[config.mk]
export PLATFORM = sky130hd
export DESIGN_NAME = uart_tx_arbiter
export DESIGN_NICKNAME = d
export VERILOG_FILES = /design/src/rtl/pinwheel_uart_pkg.sv /design/src/rtl/uart_tx_serializer.sv /design/src/rtl/uart_tx_arbiter.sv
export SDC_FILE = /design/constraint.sdc
export NUM_CORES = 1
export LEC_CHECK = 0
export BUFFER_PORTS_ARGS = -buffer_cell sky130_fd_sc_hd__buf_2
export CELL_PAD_IN_SITES_DETAIL_PLACEMENT = 0
export CELL_PAD_IN_SITES_GLOBAL_PLACEMENT = 1
export CORE_AREA = 2 2 86 88
export CTS_CLUSTER_DIAMETER = 150
export DETAILED_ROUTE_END_ITERATION = 16
export DIE_AREA = 0 0 88 90
export GPL_ROUTABILITY_DRIVEN = 0
export GPL_TIMING_DRIVEN = 1
export PLACE_DENSITY = 0.77
export SLEW_MARGIN = 10
export SYNTH_ARGS = -nofsm -noshare
export SYNTH_HDL_FRONTEND = slang
export SYNTH_SLANG_ARGS = --single-unit
[constraint.sdc]
create_clock -name clock -period 3.9 [get_ports clock]
set_input_delay 0.39 -clock clock [delete_from_list [all_inputs] [get_ports clock]]
set_output_delay 0.39 -clock clock [all_outputs]
set_load 0.05 [all_outputs]
[src/rtl/pinwheel_uart_pkg.sv]
// Shared types and default timing constants for the two-requester UART transmit path.
package pinwheel_uart_pkg;

   typedef enum logic {ARB_IDLE, ARB_HOLD} arb_state_t;

   typedef enum logic [1:0] {SER_IDLE, SER_START, SER_DATA, SER_STOP} ser_state_t;

   localparam int CLOCK_HZ               = 24_000_000;
   localparam int BAUD_RATE              = 1200;
   localparam int CLOCKS_PER_BIT_DEFAULT = CLOCK_HZ / BAUD_RATE;

endpackage

[src/rtl/uart_tx_serializer.sv]
// 8N1 frame serializer: start bit, 8 data bits LSB first, stop bit, each CLOCKS_PER_BIT long.
module uart_tx_serializer
   import pinwheel_uart_pkg::*;
#(
   parameter int CLOCKS_PER_BIT = CLOCKS_PER_BIT_DEFAULT
) (
   input  logic       clock,
   input  logic       reset,
   input  logic [7:0] data,
   input  logic       start,
   output logic       ser_tx,
   output logic       busy,
   output logic       idle,
   output ser_state_t state
);

   localparam int TW = $clog2(CLOCKS_PER_BIT);
   localparam logic [TW-1:0] BIT_END = TW'(CLOCKS_PER_BIT - 1);

   ser_state_t     state_next;
   logic [TW-1:0]  timer;
   logic [2:0]     bit_idx;
   logic [7:0]     shreg;
   logic           bit_done;
   logic           load;

   assign bit_done = (timer == BIT_END);

   // A new byte may be loaded in the final stop-bit cycle so consecutive frames abut.
   always_comb begin
      state_next = state;
      load       = 1'b0;
      case (state)
         SER_IDLE: begin
            if (start) begin
               state_next = SER_START;
               load       = 1'b1;
            end
         end
         SER_START: if (bit_done) state_next = SER_DATA;
         SER_DATA:  if (bit_done && bit_idx == 3'd7) state_next = SER_STOP;
         SER_STOP: begin
            if (bit_done) begin
               if (start) begin
                  state_next = SER_START;
                  load       = 1'b1;
               end else begin
                  state_next = SER_IDLE;
               end
            end
         end
         default: state_next = SER_IDLE;
      endcase
   end

   always_ff @(posedge clock or posedge reset) begin
      if (reset) state <= SER_IDLE;
      else       state <= state_next;
   end

   always_ff @(posedge clock or posedge reset) begin
      if (reset) begin
         timer   <= '0;
         bit_idx <= '0;
         shreg   <= '0;
      end else if (load) begin
         shreg   <= data;
         timer   <= '0;
         bit_idx <= '0;
      end else if (state != SER_IDLE) begin
         if (bit_done) begin
            timer <= '0;
            if (state == SER_DATA) begin
               shreg   <= shreg >> 1;
               bit_idx <= bit_idx + 1'b1;
            end
         end else begin
            timer <= timer + 1'b1;
         end
      end
   end

   always_comb begin
      ser_tx = 1'b1;
      case (state)
         SER_START: ser_tx = 1'b0;
         SER_DATA:  ser_tx = shreg[0];
         default:   ser_tx = 1'b1;
      endcase
   end

   assign busy = (state != SER_IDLE);
   assign idle = (state == SER_IDLE) || (state == SER_STOP && bit_done);

endmodule

[src/rtl/uart_tx_arbiter.sv]
// Round-robin, packet-granular arbiter sharing one 8N1 serial line between two byte requesters,
// gated by a synchronized host CTS and released on a mid-packet stall timeout.
module uart_tx_arbiter
   import pinwheel_uart_pkg::*;
#(
   parameter int CLOCKS_PER_BIT = CLOCKS_PER_BIT_DEFAULT,
   parameter int TIMEOUT_CYCLES = 65535
) (
   input  logic       clock,
   input  logic       reset,
   input  logic [7:0] req0_data,
   input  logic       req0_valid,
   input  logic       req0_last,
   output logic       req0_ready,
   input  logic [7:0] req1_data,
   input  logic       req1_valid,
   input  logic       req1_last,
   output logic       req1_ready,
   input  logic       cts_n,
   output logic       ser_tx,
   output logic [1:0] grant,
   output logic       busy
);

   localparam int CW = $clog2(TIMEOUT_CYCLES + 1);
   localparam logic [CW-1:0] TO_LAST = CW'(TIMEOUT_CYCLES - 1);

   arb_state_t    arb_state, arb_next;
   ser_state_t    ser_state;
   logic          owner, owner_next;
   logic          ptr, ptr_next;
   logic [CW-1:0] to_cnt;
   logic          cts_meta, cts_sync, cts_ok;
   logic          g_valid, g_last;
   logic [7:0]    g_data;
   logic          accept, to_en, ser_idle;

   always_ff @(posedge clock or posedge reset) begin
      if (reset) begin
         cts_meta <= 1'b1;
         cts_sync <= 1'b1;
      end else begin
         cts_meta <= cts_n;
         cts_sync <= cts_meta;
      end
   end

   assign cts_ok  = ~cts_sync;
   assign g_valid = owner ? req1_valid : req0_valid;
   assign g_last  = owner ? req1_last  : req0_last;
   assign g_data  = owner ? req1_data  : req0_data;

   // Handshake: a byte transfers in a cycle where the owner's valid and its ready are both 1;
   // ready depends on valid combinationally, and data/last are sampled only in that cycle.
   always_comb begin
      arb_next   = arb_state;
      owner_next = owner;
      ptr_next   = ptr;
      accept     = 1'b0;
      to_en      = 1'b0;
      case (arb_state)
         ARB_IDLE: begin
            if (req0_valid || req1_valid) begin
               arb_next = ARB_HOLD;
               if (ptr == 1'b0) owner_next = req0_valid ? 1'b0 : 1'b1;
               else             owner_next = req1_valid ? 1'b1 : 1'b0;
            end
         end
         ARB_HOLD: begin
            accept = g_valid && ser_idle && cts_ok;
            to_en  = !g_valid && (ser_state == SER_IDLE);
            if ((accept && g_last) || (to_en && to_cnt == TO_LAST)) begin
               arb_next = ARB_IDLE;
               ptr_next = ~owner;
            end
         end
         default: arb_next = ARB_IDLE;
      endcase
   end

   always_ff @(posedge clock or posedge reset) begin
      if (reset) begin
         arb_state <= ARB_IDLE;
         owner     <= 1'b0;
         ptr       <= 1'b0;
      end else begin
         arb_state <= arb_next;
         owner     <= owner_next;
         ptr       <= ptr_next;
      end
   end

   // Only a stall with the line quiet counts; a CTS hold keeps valid high and never releases.
   always_ff @(posedge clock or posedge reset) begin
      if (reset)                               to_cnt <= '0;
      else if (accept || arb_next != ARB_HOLD) to_cnt <= '0;
      else if (to_en)                          to_cnt <= to_cnt + 1'b1;
   end

   assign grant      = (arb_state == ARB_HOLD) ? (owner ? 2'b10 : 2'b01) : 2'b00;
   assign req0_ready = accept && !owner;
   assign req1_ready = accept && owner;

   uart_tx_serializer #(
      .CLOCKS_PER_BIT(CLOCKS_PER_BIT)
   ) u_serializer (
      .clock (clock),
      .reset (reset),
      .data  (g_data),
      .start (accept),
      .ser_tx(ser_tx),
      .busy  (busy),
      .idle  (ser_idle),
      .state (ser_state)
   );

endmodule
Word-level counts from Yosys, hierarchy flattened
Index checks and enable logic that the tools add are counted.
{"block": "classes", "addsub": 3, "n_mul": 0, "n_div": 0, "n_lt_le_gt_ge": 0, "n_eq_ne": 10, "n_shift": 0, "muxes": 36, "bitwise_logic": 4, "reduce_logical": 25}
{"operator": "$mux W15", "n": 3}
{"operator": "$mux W8", "n": 5}
{"operator": "$mux W16", "n": 2}
{"operator": "$add A16 B1 Y16 const B", "n": 1}
{"operator": "$eq A16 B16 Y1 const B", "n": 1}
{"operator": "$add A15 B1 Y15 const B", "n": 1}
{"operator": "$eq A15 B15 Y1 const B", "n": 1}
{"operator": "$mux W1", "n": 12}
{"operator": "$mux W2", "n": 6}
{"operator": "$mux W3", "n": 4}
{"operator": "$reduce_bool A2 Y1", "n": 5}
{"operator": "$logic_and A1 B1 Y1", "n": 9}
{"operator": "$pmux W2 S4", "n": 1}
{"operator": "$ne A2 B1 Y1 const B", "n": 3}
{"operator": "$pmux W1 S2", "n": 3}
{"operator": "$eq A2 B2 Y1 const B", "n": 2}
{"operator": "$logic_or A1 B1 Y1", "n": 4}
{"operator": "$not A1 Y1", "n": 4}
{"operator": "$reduce_and A2 Y1", "n": 2}
{"operator": "$reduce_and A4 Y1", "n": 1}
{"operator": "$add A3 B1 Y3 const B", "n": 1}
{"operator": "$eq A3 B3 Y1 const B", "n": 1}
{"operator": "$reduce_and A3 Y1", "n": 1}
{"operator": "$eq A2 B1 Y1 const B", "n": 1}
{"operator": "other kinds (3)", "n": 4}
{"block": "word_totals", "ff_bits": 49, "latchBits": 0, "ram_bits": 0, "romBits": 0, "in_bits": 23, "output_inout_bits": 6, "wordCells": 88, "mem_count": 0}

Depth between registers and ports, before layout
Gate-level depths: netlist of run 1.
{"block": "depth", "depth_word": 12, "depth_mapped": 8}

By module
Synthesis of run 1 repeated with hierarchy kept, for this count alone.
{"block": "unflattened", "hier_cells": 311, "area_unflattened_um2": 3016.6}
{"module": "uart_tx_serializer", "n_inst": 1, "cells_per_inst": 179, "area_each_um2": 1727.9, "seq_area_each_um2": 700.7}
{"module": "uart_tx_arbiter", "n_inst": 1, "cells_per_inst": 132, "area_each_um2": 1288.7, "seq_area_each_um2": 528.0}

Least setup slack after synthesis of run 1
No wires, ideal clock.
{"block": "synth_timing", "kind": "reg2out", "startpoint": "register u_serializer.timer[5]", "endpoint": "output port req1_ready", "t_arrival_ns": 2.698, "t_required_ns": 3.510, "slack_ns": 0.812, "stages_incl_launch_ff": 5, "path_cell_list": "dfrtp_1 -> or4_4 -> nor4_4 -> a21oi_2 -> nor3b_1"}
{"block": "synth_via", "elab_chain_cells": 7}
{"element": "start, declared", "line": "uart_tx_serializer.sv:21", "source": "logic [TW-1:0] timer;"}
{"element": "start signal, assigned", "line": "uart_tx_serializer.sv:78", "source": "timer <= timer + 1'b1;"}
{"element": "$eq A15 B15 Y1", "line": "uart_tx_serializer.sv:27", "source": "assign bit_done = (timer == BIT_END);"}
{"element": "$logic_and A1 B1 Y1", "line": "uart_tx_serializer.sv:93", "source": "assign idle = (state == SER_IDLE) || (state == SER_STOP && bit_done);"}
{"element": "$logic_or A1 B1 Y1", "line": "uart_tx_serializer.sv:93"}
{"element": "$logic_and A1 B1 Y1 (2 in a row)", "line": "uart_tx_arbiter.sv:70", "source": "accept = g_valid && ser_idle && cts_ok;"}
{"element": "$mux W1", "line": "uart_tx_arbiter.sv:61", "source": "case (arb_state)"}
{"element": "$logic_and A1 B1 Y1", "line": "uart_tx_arbiter.sv:102", "source": "assign req1_ready = accept && owner;"}
{"element": "end, declared", "line": "uart_tx_arbiter.sv:18", "source": "output logic req1_ready,"}
Every way passes these cells.

Worst setup path in the final report of run 1
Same ends and word-level chain as after synthesis.

==> impl_metrics.py, run 1 <==
metrics = {
    "outcome": {
        "run_status": "completed",
    },
    "timing": {
        "report.final.setup_viol": 0,
        "holdWs_ns": 0.1857,
        "post-route-period-util": 0.7251,
        "setup_total_negative_slack_ns": 0,
        "timing_worst_slew_pin_value_ns": 1.007,
        "timing_hold_violations_final": 0,
        "rsz_0062_raised_after_global_routing": "false",
        "clock.fmax_ghz": 0.3536,
        "skew_ns": 0.006968,
        "period_needed_ns": 2.828,
        "timing.max_slew.rel_slack": 0.3279,
        "layout_setup_ws_ns": 1.072,
        "slew_viol_final": 0,
    },
    "synthesis": {
        "synthesis.area_mm2": 0.002733,
        "async_flop_share": 1.000,
        "synth_warn": 0,
        "synth_top_cells_by_area": "sky130_fd_sc_hd__dfrtp_1 (43%), sky130_fd_sc_hd__mux2i_1 (9.9%), sky130_fd_sc_hd__xor2_1 (6.1%), sky130_fd_sc_hd__nor2_1 (4.7%), sky130_fd_sc_hd__ha_1 (4.6%)",
        "synthDistinctLibCells": 49,
        "synthesized_netlist_cell_count": 265,
        "ys_dominant_reg_cell": "sky130_fd_sc_hd__dfrtp_1",
        "sequential_cell_area_fraction_in_the_yosys_report": 0.4496,
        "synth_enable_flop_cells": 0,
        "yosys_register_bits": 49,
        "synth_largest_area_cell": "sky130_fd_sc_hd__dfrtp_1",
        "syn_area_per_cell_um2": 10.31,
        "synth_top_area_frac": 0.4304,
        "synthesis.nets": 298,
    },
    "drt": {
        "via_per_inst": 5.008,
        "drc": 0,
        "wirelength_mm": 5.188,
        "postRouteAntennaNets": 0,
        "post_drt_wl_per_cell_um": 13.27,
        "drt_pass1_iterations": 4,
        "route.vias.total": 1958,
        "detail_route.iter0.violations": 93,
    },
    "worst_setup_path": {
        "startpoint_type_of_the_worst_setup_path": "flop",
        "critPathArrivalTime_ns": 2.44,
        "cp-endpoint": "req1_ready",
        "cp-startpoint": "u_serializer.timer[5]$_DFFE_PP0P_",
        "cp_data_required_time_ns": 3.51,
        "r2r_slack_ns": 1.37,
        "path_class": "flop to output port",
        "r2r-end": "u_serializer.shreg[1]$_DFFE_PP0P_",
        "timing.rr.start": "u_serializer.timer[5]$_DFFE_PP0P_",
        "crit_fanout": 6,
        "worst_r2r_path_depth": 5,
        "critical_path.endpoint_type": "output port",
    },
    "clock_network": {
        "cts_tree": "done",
        "numClockSinks": 49,
        "cts-buffers-inserted": 5,
        "clock_path_buffers": 2,
        "cts-resized-gates": 0,
        "htree_levels": 2,
        "root_buf_cell": "sky130_fd_sc_hd__clkbuf_8",
        "cts_hold_buffers": 0,
        "worst_skew_pair.late_latency_ns": 0.29,
        "cts_setup_buffers": 0,
        "clk_pin_slew_worst_paths_ns": 0.08,
    },
    "floorplanning": {
        "initial_core_utilization": 0.3892,
        "rows": 31,
        "die_area_mm2": 0.007920,
        "count_of_pins_on_the_block_boundary": 29,
        "die_w_um": 88,
        "placeableCoreArea_mm2": 0.007020,
        "die_h_um": 90,
    },
    "global_route": {
        "first_global_vias": 2059,
        "grt_overflow": 0,
        "grt_max_degree": 50,
        "wire_length_of_the_first_global_routing_pass_mm": 9.494,
        "track_usage": 0.1485,
        "antenna_found_initial": 0,
    },
    "placed_design": {
        "placement.setup.worst_slack_ns": 1.368,
        "post-dp-hpwl_mm": 3.788,
        "io_buffer_count": 28,
    },
    "finish": {
        "antenna_diode_count": 0,
        "layout-drive-gt1-share": 0.1644,
        "finalNetCount": 325,
        "area_growth_syn_to_layout_pct": 11.13,
        "layout.cells.most_common": "sky130_fd_sc_hd__dfrtp_1",
        "layout_common_cells": "sky130_fd_sc_hd__dfrtp_1 (47), sky130_fd_sc_hd__nor2_1 (34), sky130_fd_sc_hd__buf_2 (28)",
        "utilization": 0.4325,
        "nFillCells": 665,
    },
    "power": {
        "clock_power_share": 0.165,
        "power_switching_uw": 733.7,
        "p_comb_frac": 0.403,
        "switching_share": 0.4084,
        "internal_power_uw": 1063,
        "power-per-cell-area_mw_per_mm2": 591.5,
        "seq_power_share": 0.432,
        "power.leakage_uw": 0.001347,
        "vdd_ir_drop_max_uv": 373.9,
    },
    "job": {
        "cap_violations": 0,
    },
    "hold_path": {
        "worstHoldPathType": "input port to flop",
    },
}
[cells by family (layout without fill, tap and decap cells)]
| kind of cell | Yosys count | count (layout) | share of synthesized area |
|---|---|---|---|
| flip-flops | 49 | 49 | 0.4496 |
| adder cells (fa/ha/maj) | 10 | 10 | 0.04579 |
| buffers and inverters | 17 | 44 | 0.03067 |
| XOR/XNOR | 25 | 25 | 0.08013 |
| multiplexers | 28 | 28 | 0.1030 |
| AO/OA/AOI/OAI | 30 | 30 | 0.08334 |
| AND/OR/NAND/NOR | 106 | 106 | 0.2074 |
[flip-flops by register name, summed over array words and instances (netlist names)]
name / flops
arb_state: 1
ptr: 1
u_serializer.bit_idx: 3
owner: 1
u_serializer.shreg: 8
cts_sync: 1
u_serializer.timer: 15
to_cnt: 16
cts_meta: 1
u_serializer.state: 2
[stage by stage]
stage                     area [µm²]  power, µW  std cells
after global placement          2950       1502        384
after floorplan                 2733       1344        265
final                           3037       1796        391
after detailed placement        2950       1515        384
after CTS                       3037       1820        391
after global routing            3037       1958        391
[synth_stat cells, drive strengths merged, types with 3 or more instances]
cell    number
o31ai        3
and3         6
o21ai       10
a21oi        4
nand3       11
or3          3
clkbuf       4
inv          8
xnor2        6
xor2        19
nand2b       3
nor2        34
buf          5
and2         5
nor3         4
ha          10
mux2i       27
and4         4
nand4        7
nand2       18
dfrtp       47
[how the worst min path moves through the flow]
stage	startpoint	endpoint	cells after the start
floorplan	cts_meta$_DFF_PP1_	cts_sync$_DFF_PP1_	0
global placement	cts_meta$_DFF_PP1_	cts_sync$_DFF_PP1_	0
detailed placement	cts_meta$_DFF_PP1_	cts_sync$_DFF_PP1_	0
CTS	cts_n	cts_meta$_DFF_PP1_	1
global route	cts_n	cts_meta$_DFF_PP1_	1
finish	cts_n	cts_meta$_DFF_PP1_	1
[worst max-delay path: stages, from the launching register on]
cell and delay (ns):
sky130_fd_sc_hd__dfrtp_1 0.43, sky130_fd_sc_hd__or4_4 0.59, sky130_fd_sc_hd__nor4_4 0.43, sky130_fd_sc_hd__a21oi_2 0.17
sky130_fd_sc_hd__nor3b_1 0.24, sky130_fd_sc_hd__buf_2 0.30
[metal layers]
| metal | vias up | part of all wire | track usage |
|---|---|---|---|
| li1 | 984 | - | - |
| met1 | 955 | 0.49 | 0.2051 |
| met2 | 13 | 0.48 | 0.2405 |
| met3 | 6 | 0.015 | 0.02204 |
| met4 | 0 | 0.013 | 0.04231 |
| met5 | - | 0 | 0 |
[power groups by stage]
stage,Sequential (µW),Combinational (µW),Clock (µW)
final,775,724,297
after global routing,805,821,332
after CTS,776,733,311
after detailed placement,786,729,0
after global placement,783,719,0
after floorplan,726,618,0
[layout make-up]
class	instances	area (µm²)	area share
well taps	99	123.9	0.04079
flip-flops and latches	49	1229	0.4046
multi-input cells	199	1420	0.4677
repair buffers	29	147.6	0.04862
clock buffers	7	86.33	0.02843
inverters	8	30.03	0.009889
(Power assumes the default switching activity.)
==> run 2: changes to the inputs <==
--- a/config.mk
+++ b/config.mk
@@ -5,16 +5,17 @@
 export SDC_FILE = /design/constraint.sdc
 export NUM_CORES = 1
 export LEC_CHECK = 0
+export ABC_AREA = 1
 export BUFFER_PORTS_ARGS = -buffer_cell sky130_fd_sc_hd__buf_2
 export CELL_PAD_IN_SITES_DETAIL_PLACEMENT = 0
 export CELL_PAD_IN_SITES_GLOBAL_PLACEMENT = 1
-export CORE_AREA = 2 2 86 88
+export CORE_AREA = 2 2 93 95
 export CTS_CLUSTER_DIAMETER = 150
 export DETAILED_ROUTE_END_ITERATION = 16
-export DIE_AREA = 0 0 88 90
+export DIE_AREA = 0 0 95 97
 export GPL_ROUTABILITY_DRIVEN = 0
 export GPL_TIMING_DRIVEN = 1
-export PLACE_DENSITY = 0.77
+export PLACE_DENSITY = 0.81
 export SLEW_MARGIN = 10
 export SYNTH_ARGS = -nofsm -noshare
 export SYNTH_HDL_FRONTEND = slang
==> constraint.sdc (replaced) <==
create_clock -name clock -period 2.37 [get_ports clock]
set_input_delay 0.237 -clock clock [delete_from_list [all_inputs] [get_ports clock]]
set_output_delay 0.237 -clock clock [all_outputs]
set_load 0.05 [all_outputs]
==> run 2 against run 1 <==
Net effect: synthesized cell count rose by 58%; count of clock-buffer cells in the layout down 1; first-iteration DRC count is 16% lower; non-clock buffer count increased by 13; largest cell class unchanged; utilization shrank 0.11 points; clock skew grew 0.0011 ns; worst setup slack worse by 0.85 ns; critical path type unchanged; critical endpoint is now req0_ready.
==> impl_metrics.py, run 2 <==
metrics = {
    "finish": {
        "registers.top_by_ff_count": "to_cnt",
        "finalNetCount": 490,
        "layout-drive-gt1-share": 0.1441,
        "largest_register_ffs": 16,
        "area_growth_syn_to_layout_pct": 13.61,
        "layout_common_cells": "sky130_fd_sc_hd__nand2_1 (120), sky130_fd_sc_hd__nor2_1 (55), sky130_fd_sc_hd__dfrtp_1 (47)",
        "antenna_diode_count": 0,
        "largest_registers": "to_cnt (16), u_serializer.timer (15), u_serializer.shreg (8)",
        "layout.cells.most_common": "sky130_fd_sc_hd__nand2_1",
    },
    "worst_setup_path": {
        "crit_fanout": 10,
        "critPathArrivalTime_ns": 1.91,
        "path_class": "flop to output port",
        "cp_data_required_time_ns": 2.13,
        "critical_path.endpoint_type": "output port",
        "startpoint_type_of_the_worst_setup_path": "flop",
    },
    "power": {
        "power-per-cell-area_mw_per_mm2": 943.4,
        "vdd_ir_drop_max_uv": 565.3,
        "power.leakage_uw": 0.001700,
        "design_power_total_uw": 3311,
    },
    "placed_design": {
        "io_buffer_count": 28,
        "post-dp-hpwl_mm": 5.251,
    },
    "synthesis": {
        "synth_enable_flop_cells": 0,
        "netlist_top_cells_count": "sky130_fd_sc_hd__nand2_1 (121), sky130_fd_sc_hd__nor2_1 (55), sky130_fd_sc_hd__dfrtp_1 (47)",
        "synth_warn": 0,
        "syn_area_per_cell_um2": 7.355,
        "synthDistinctLibCells": 34,
        "synth_largest_area_cell": "sky130_fd_sc_hd__dfrtp_1",
        "synthesized_netlist_cell_count": 420,
        "synth_top_cells_by_area": "sky130_fd_sc_hd__dfrtp_1 (38%), sky130_fd_sc_hd__nand2_1 (15%), sky130_fd_sc_hd__nor2_1 (6.7%), sky130_fd_sc_hd__inv_1 (5.6%), sky130_fd_sc_hd__xor2_1 (4.5%)",
        "yosys.cell_count.top_type": "sky130_fd_sc_hd__nand2_1",
        "synth_top_area_frac": 0.3807,
        "yosys_register_bits": 49,
        "synthesis.area_mm2": 0.003089,
        "synthesis.nets": 453,
        "async_flop_share": 1.000,
        "ys_dominant_reg_cell": "sky130_fd_sc_hd__dfrtp_1",
        "sequential_cell_area_fraction_in_the_yosys_report": 0.3977,
    },
    "clock_network": {
        "clk_pin_slew_worst_paths_ns": 0.10,
        "worst_skew_pair.late_latency_ns": 0.31,
        "clock_path_buffers": 2,
        "numClockSinks": 49,
        "root_buf_cell": "sky130_fd_sc_hd__clkbuf_8",
        "cts_tree": "done",
        "htree_levels": 2,
        "cts-buffers-inserted": 5,
    },
    "timing": {
        "rsz_0062_raised_after_global_routing": "false",
        "timing_hold_violations_final": 0,
        "timing_worst_slew_pin_value_ns": 0.5296,
        "skew_ns": 0.008105,
        "slew_viol_final": 0,
        "setup_total_negative_slack_ns": 0,
        "clock.fmax_ghz": 0.4660,
        "post-route-period-util": 0.9054,
        "report.final.setup_viol": 0,
        "timing.max_slew.rel_slack": 0.6464,
        "period_needed_ns": 2.146,
    },
    "floorplanning": {
        "die_h_um": 97,
        "initial_core_utilization": 0.3798,
        "die_area_mm2": 0.009215,
        "die_w_um": 95,
        "rows": 33,
        "placeableCoreArea_mm2": 0.008134,
        "count_of_pins_on_the_block_boundary": 29,
    },
    "global_route": {
        "grt_max_degree": 24,
        "antenna_found_initial": 0,
        "track_usage": 0.1705,
        "wire_length_of_the_first_global_routing_pass_mm": 12.82,
        "first_global_vias": 2743,
        "grt_overflow": 0,
    },
    "drt": {
        "postRouteAntennaNets": 0,
        "post_drt_wl_per_cell_um": 12.95,
        "via_per_inst": 4.977,
        "wirelength_mm": 7.293,
        "drc": 0,
        "detail_route.iter0.violations": 78,
        "route.vias.total": 2802,
        "drt_pass1_iterations": 5,
    },
    "outcome": {
        "run_status": "completed",
    },
    "hold_path": {
        "worstHoldPathType": "input port to flop",
    },
    "job": {
        "cap_violations": 0,
    },
}
==> run 2: changes by cell type in the layout (fill, tap and decap cells not counted), moves of 5 or more <==
cell / before / now
sky130_fd_sc_hd__o22ai_1: 0 / 5
sky130_fd_sc_hd__and2_1: 5 / 0
sky130_fd_sc_hd__o311ai_0: 0 / 9
sky130_fd_sc_hd__nor2_1: 34 / 55
sky130_fd_sc_hd__nand3_1: 11 / 24
sky130_fd_sc_hd__and3_1: 6 / 0
sky130_fd_sc_hd__mux2i_1: 27 / 0
sky130_fd_sc_hd__buf_4: 1 / 12
sky130_fd_sc_hd__nor3_1: 3 / 11
sky130_fd_sc_hd__nand4_1: 7 / 21
sky130_fd_sc_hd__inv_1: 7 / 45
sky130_fd_sc_hd__nand2_1: 18 / 120
==> run 2: critical path, stage by stage (launching register included) <==
cell and delay (ns):
sky130_fd_sc_hd__dfrtp_1 0.43, sky130_fd_sc_hd__inv_1 0.12, sky130_fd_sc_hd__ha_2 0.31, sky130_fd_sc_hd__inv_1 0.12
sky130_fd_sc_hd__nand2_4 0.16, sky130_fd_sc_hd__nand2_2 0.12, sky130_fd_sc_hd__nor2_1 0.11, sky130_fd_sc_hd__clkbuf_4 0.23
==> run 2: report_power, final <==
group / switching, µW / total (µW) / internal [µW]
clock: 302 / 513 / 211
sequential: 167 / 1190 / 1020
combinational: 1100 / 1610 / 503
==> run 2: layout make-up <==
cell class,instances,area (µm²)
Fill cell,859,4624
Multi-Input combinational cell,310,1624
Sequential cell,49,1229
Timing Repair Buffer,42,255.2
Inverter,49,183.9
Tap cell,105,131.4
Clock buffer,6,72.57
Clock inverter,2,13.76
==> run 2: repair_timing <==
action | in CTS | in global routing
endpoints found under the hold margin | 21 | 1
buffers inserted | 0 | 0
setup endpoints to repair | 2 | 2
resized for setup | 1 | 3
pin swaps | 0 | 0
hold buffers | 1 | 1
==> run 2: worst paths after layout <==
check / startpoint / endpoint / slack [ns] / cells after the start
setup / recovery: u_serializer.state[0]$_DFFE_PP0P_ / req0_ready / 0.22 / 7
hold / removal: req0_valid / arb_state$_DFF_PP0_ / 0.20 / 3
setup reg to reg: u_serializer.state[0]$_DFFE_PP0P_ / to_cnt[8]$_DFFE_PP0P_ / 0.38 / 9
hold reg to reg: cts_meta$_DFF_PP1_ / cts_sync$_DFF_PP1_ / 0.36 / 0
max in group asynchronous: reset / cts_meta$_DFF_PP1_ / 1.18 / 4
min in group asynchronous: reset / u_serializer.timer[13]$_DFFE_PP0P_ / 0.51 / 3
==> run 2: per-stage QoR <==
step           utilization  setup slack [ns]  std cells  instance area [µm²]  hold WS, ns
2_1_floorplan            -            0.2864        420                 3089       0.2415
3_3_place_gp        0.4172            0.3395        553                 3393       0.3217
3_5_place_dp        0.4172            0.2395        553                 3393       0.3280
4_1_cts             0.4293            0.1214        562                 3492     0.003279
5_1_grt             0.4315           0.05170        563                 3510       0.2415
6_report            0.4315            0.2243        563                 3510       0.2018
==> run 2: routing by layer <==
layer | track usage | part of all wire | wire length, µm
met3 | 0.02414 | 0.034 | 248
met5 | 0 | 0 | 0
met1 | 0.2359 | 0.48 | 3479
met4 | 0.03679 | 0.0078 | 57
met2 | 0.2821 | 0.48 | 3507
==> run 2: kinds of logic after synthesis <==
kind of cell,synth area share
XOR/XNOR,0.05954
buffers and inverters,0.07817
AND/OR/NAND/NOR,0.3491
adder cells (fa/ha/maj),0.04050
flip-flops,0.3977
AO/OA/AOI/OAI,0.07493
==> run 3: changes to the inputs <==
--- a/config.mk
+++ b/config.mk
@@ -15,7 +15,7 @@
 export DIE_AREA = 0 0 95 97
 export GPL_ROUTABILITY_DRIVEN = 0
 export GPL_TIMING_DRIVEN = 1
-export PLACE_DENSITY = 0.81
+export PLACE_DENSITY_LB_ADDON = 0.1
 export SLEW_MARGIN = 10
 export SYNTH_ARGS = -nofsm -noshare
 export SYNTH_HDL_FRONTEND = slang
==> run 3 against run 2 <==
Net effect: cell area shrank 0.53%; non-clock buffer count shrank 2; global-route usage grew 0.31 points; die area is the same; cell count shrank 0.36%; register-to-register slack lost 0.14 ns; total power grew 0.94%; count of clock-buffer cells in the layout is the same; utilization shrank 0.23 points; clock power grew 2%.
==> impl_metrics.py, run 3 (same netlist as run 2, synthesis figures left out) <==
metrics = {
    "outcome": {
        "run_status": "completed",
    },
    "timing": {
        "timing.max_slew.rel_slack": 0.4410,
        "setup_total_negative_slack_ns": 0,
        "timing_worst_slew_pin_value_ns": 0.8374,
        "slew_viol_final": 0,
        "holdWs_ns": 0.01749,
        "rsz_0062_raised_after_global_routing": "false",
        "period_needed_ns": 2.221,
        "timing_hold_violations_final": 0,
        "skew_ns": 0.008897,
        "layout_setup_ws_ns": 0.1488,
        "clock.fmax_ghz": 0.4502,
        "report.final.setup_viol": 0,
        "post-route-period-util": 0.9372,
    },
    "global_route": {
        "grt_max_degree": 39,
        "antenna_found_initial": 0,
        "track_usage": 0.1736,
        "grt_overflow": 0,
        "wire_length_of_the_first_global_routing_pass_mm": 12.81,
        "first_global_vias": 2605,
    },
    "hold_path": {
        "min_from": "cts_n",
        "whs_path_depth": 1,
        "worstHoldPathType": "input port to flop",
        "worst_hold_path.endpoint": "cts_meta$_DFF_PP1_",
    },
    "worst_setup_path": {
        "r2r-end": "to_cnt[5]$_DFFE_PP0P_",
        "path_class": "flop to output port",
        "worst_r2r_path_depth": 9,
        "critical_path.endpoint_type": "output port",
        "crit_fanout": 10,
        "critPathArrivalTime_ns": 1.98,
        "timing.rr.start": "u_serializer.state[0]$_DFFE_PP0P_",
        "r2r_slack_ns": 0.24,
        "startpoint_type_of_the_worst_setup_path": "flop",
        "cp_data_required_time_ns": 2.13,
    },
    "clock_network": {
        "cts_tree": "done",
        "cts_setup_buffers": 0,
        "htree_levels": 2,
        "clock_path_buffers": 2,
        "clk_pin_slew_worst_paths_ns": 0.10,
        "cts_hold_buffers": 0,
        "numClockSinks": 49,
        "root_buf_cell": "sky130_fd_sc_hd__clkbuf_8",
        "worst_skew_pair.late_latency_ns": 0.31,
        "cts-buffers-inserted": 5,
    },
    "drt": {
        "postRouteAntennaNets": 0,
        "wirelength_mm": 7.536,
        "drc": 0,
        "via_per_inst": 4.863,
        "detail_route.iter0.violations": 92,
        "post_drt_wl_per_cell_um": 13.43,
        "drt_pass1_iterations": 4,
        "route.vias.total": 2728,
    },
    "floorplanning": {
        "die_area_mm2": 0.009215,
        "die_h_um": 97,
        "count_of_pins_on_the_block_boundary": 29,
        "die_w_um": 95,
        "placeableCoreArea_mm2": 0.008134,
        "initial_core_utilization": 0.3798,
        "rows": 33,
    },
    "placed_design": {
        "postPlaceCellArea_mm2": 0.003393,
        "placement.setup.worst_slack_ns": 0.2160,
        "post-dp-hpwl_mm": 5.523,
        "io_buffer_count": 28,
    },
    "finish": {
        "registers.top_by_ff_count": "to_cnt",
        "largest_register_ffs": 16,
        "layout.cells.most_common": "sky130_fd_sc_hd__nand2_1",
        "antenna_diode_count": 0,
        "stdcell_area_mm2": 0.003491,
        "largest_registers": "to_cnt (16), u_serializer.timer (15), u_serializer.shreg (8)",
        "nFillCells": 845,
        "layout_common_cells": "sky130_fd_sc_hd__nand2_1 (121), sky130_fd_sc_hd__nor2_1 (55), sky130_fd_sc_hd__dfrtp_1 (47)",
        "area_growth_syn_to_layout_pct": 13.00,
        "finalNetCount": 488,
        "layout-drive-gt1-share": 0.1425,
    },
    "power": {
        "vdd_ir_drop_max_uv": 480.0,
        "design_power_total_uw": 3342,
        "power.leakage_uw": 0.001685,
        "power-per-cell-area_mw_per_mm2": 957.4,
    },
    "job": {
        "cap_violations": 0,
    },
}
run 3: worst max-delay path by stage:
| stage | from | endpoint | slack [ns] | depth (start not counted) |
|---|---|---|---|---|
| floorplan | u_serializer.timer[0]$_DFFE_PP0P_ | req0_ready | 0.29 | 7 |
| global placement | u_serializer.state[0]$_DFFE_PP0P_ | to_cnt[9]$_DFFE_PP0P_ | 0.24 | 9 |
| detailed placement | u_serializer.state[0]$_DFFE_PP0P_ | to_cnt[7]$_DFFE_PP0P_ | 0.22 | 9 |
| CTS | u_serializer.timer[0]$_DFFE_PP0P_ | req1_ready | 0.07 | 8 |
| global route | u_serializer.timer[9]$_DFFE_PP0P_ | req1_ready | 0.001 | 9 |
| finish | u_serializer.timer[0]$_DFFE_PP0P_ | req1_ready | 0.15 | 8 |
run 3: critical path, cell delays in order, from the launching register on:
cell and delay [ns]:
sky130_fd_sc_hd__dfrtp_1 0.40, sky130_fd_sc_hd__ha_1 0.21, sky130_fd_sc_hd__nand3_2 0.13, sky130_fd_sc_hd__nor2_1 0.13
sky130_fd_sc_hd__nand3_1 0.12, sky130_fd_sc_hd__nand2_4 0.15, sky130_fd_sc_hd__nand2_1 0.16, sky130_fd_sc_hd__nor2_1 0.13
sky130_fd_sc_hd__clkbuf_4 0.24
run 3: cell type report:
class | count | area, µm² | share of cell area
clock buffer | 6 | 72.57 | 0.02079
clock inverter | 2 | 15.01 | 0.004301
inverter | 49 | 183.9 | 0.05269
multi-input combinational | 310 | 1624 | 0.4652
sequential | 49 | 1229 | 0.3520
tap | 105 | 131.4 | 0.03763
timing repair buffer | 40 | 235.2 | 0.06738
run 3: per-stage QoR:
step / util / std cells
final: 0.4292 / 561
after global routing: 0.4292 / 561
after CTS: 0.4279 / 561
after detailed placement: 0.4172 / 553
after global placement: 0.4172 / 553
after floorplan: - / 420
run 3: where the power goes:
group	internal (µW)	leakage, µW	switching (µW)
Clock	209	0.0000374	313
Combinational	517	0.000998	1110
Sequential	1020	0.000650	165
run 3: metal layers:
metal,vias up,wire (µm),part of all wire,global-route usage
met4,0,65,0.0086,0.04013
met3,7,142,0.019,0.02648
met1,1266,3566,0.47,0.2359
met5,-,0,0,0
li1,1429,-,-,-
met2,26,3761,0.50,0.2891
run 3: timing repair:
action                                  4_1_cts  5_1_grt
resized for setup                             0        3
endpoints found under the setup margin        0        2
hold endpoints to repair                      0        0
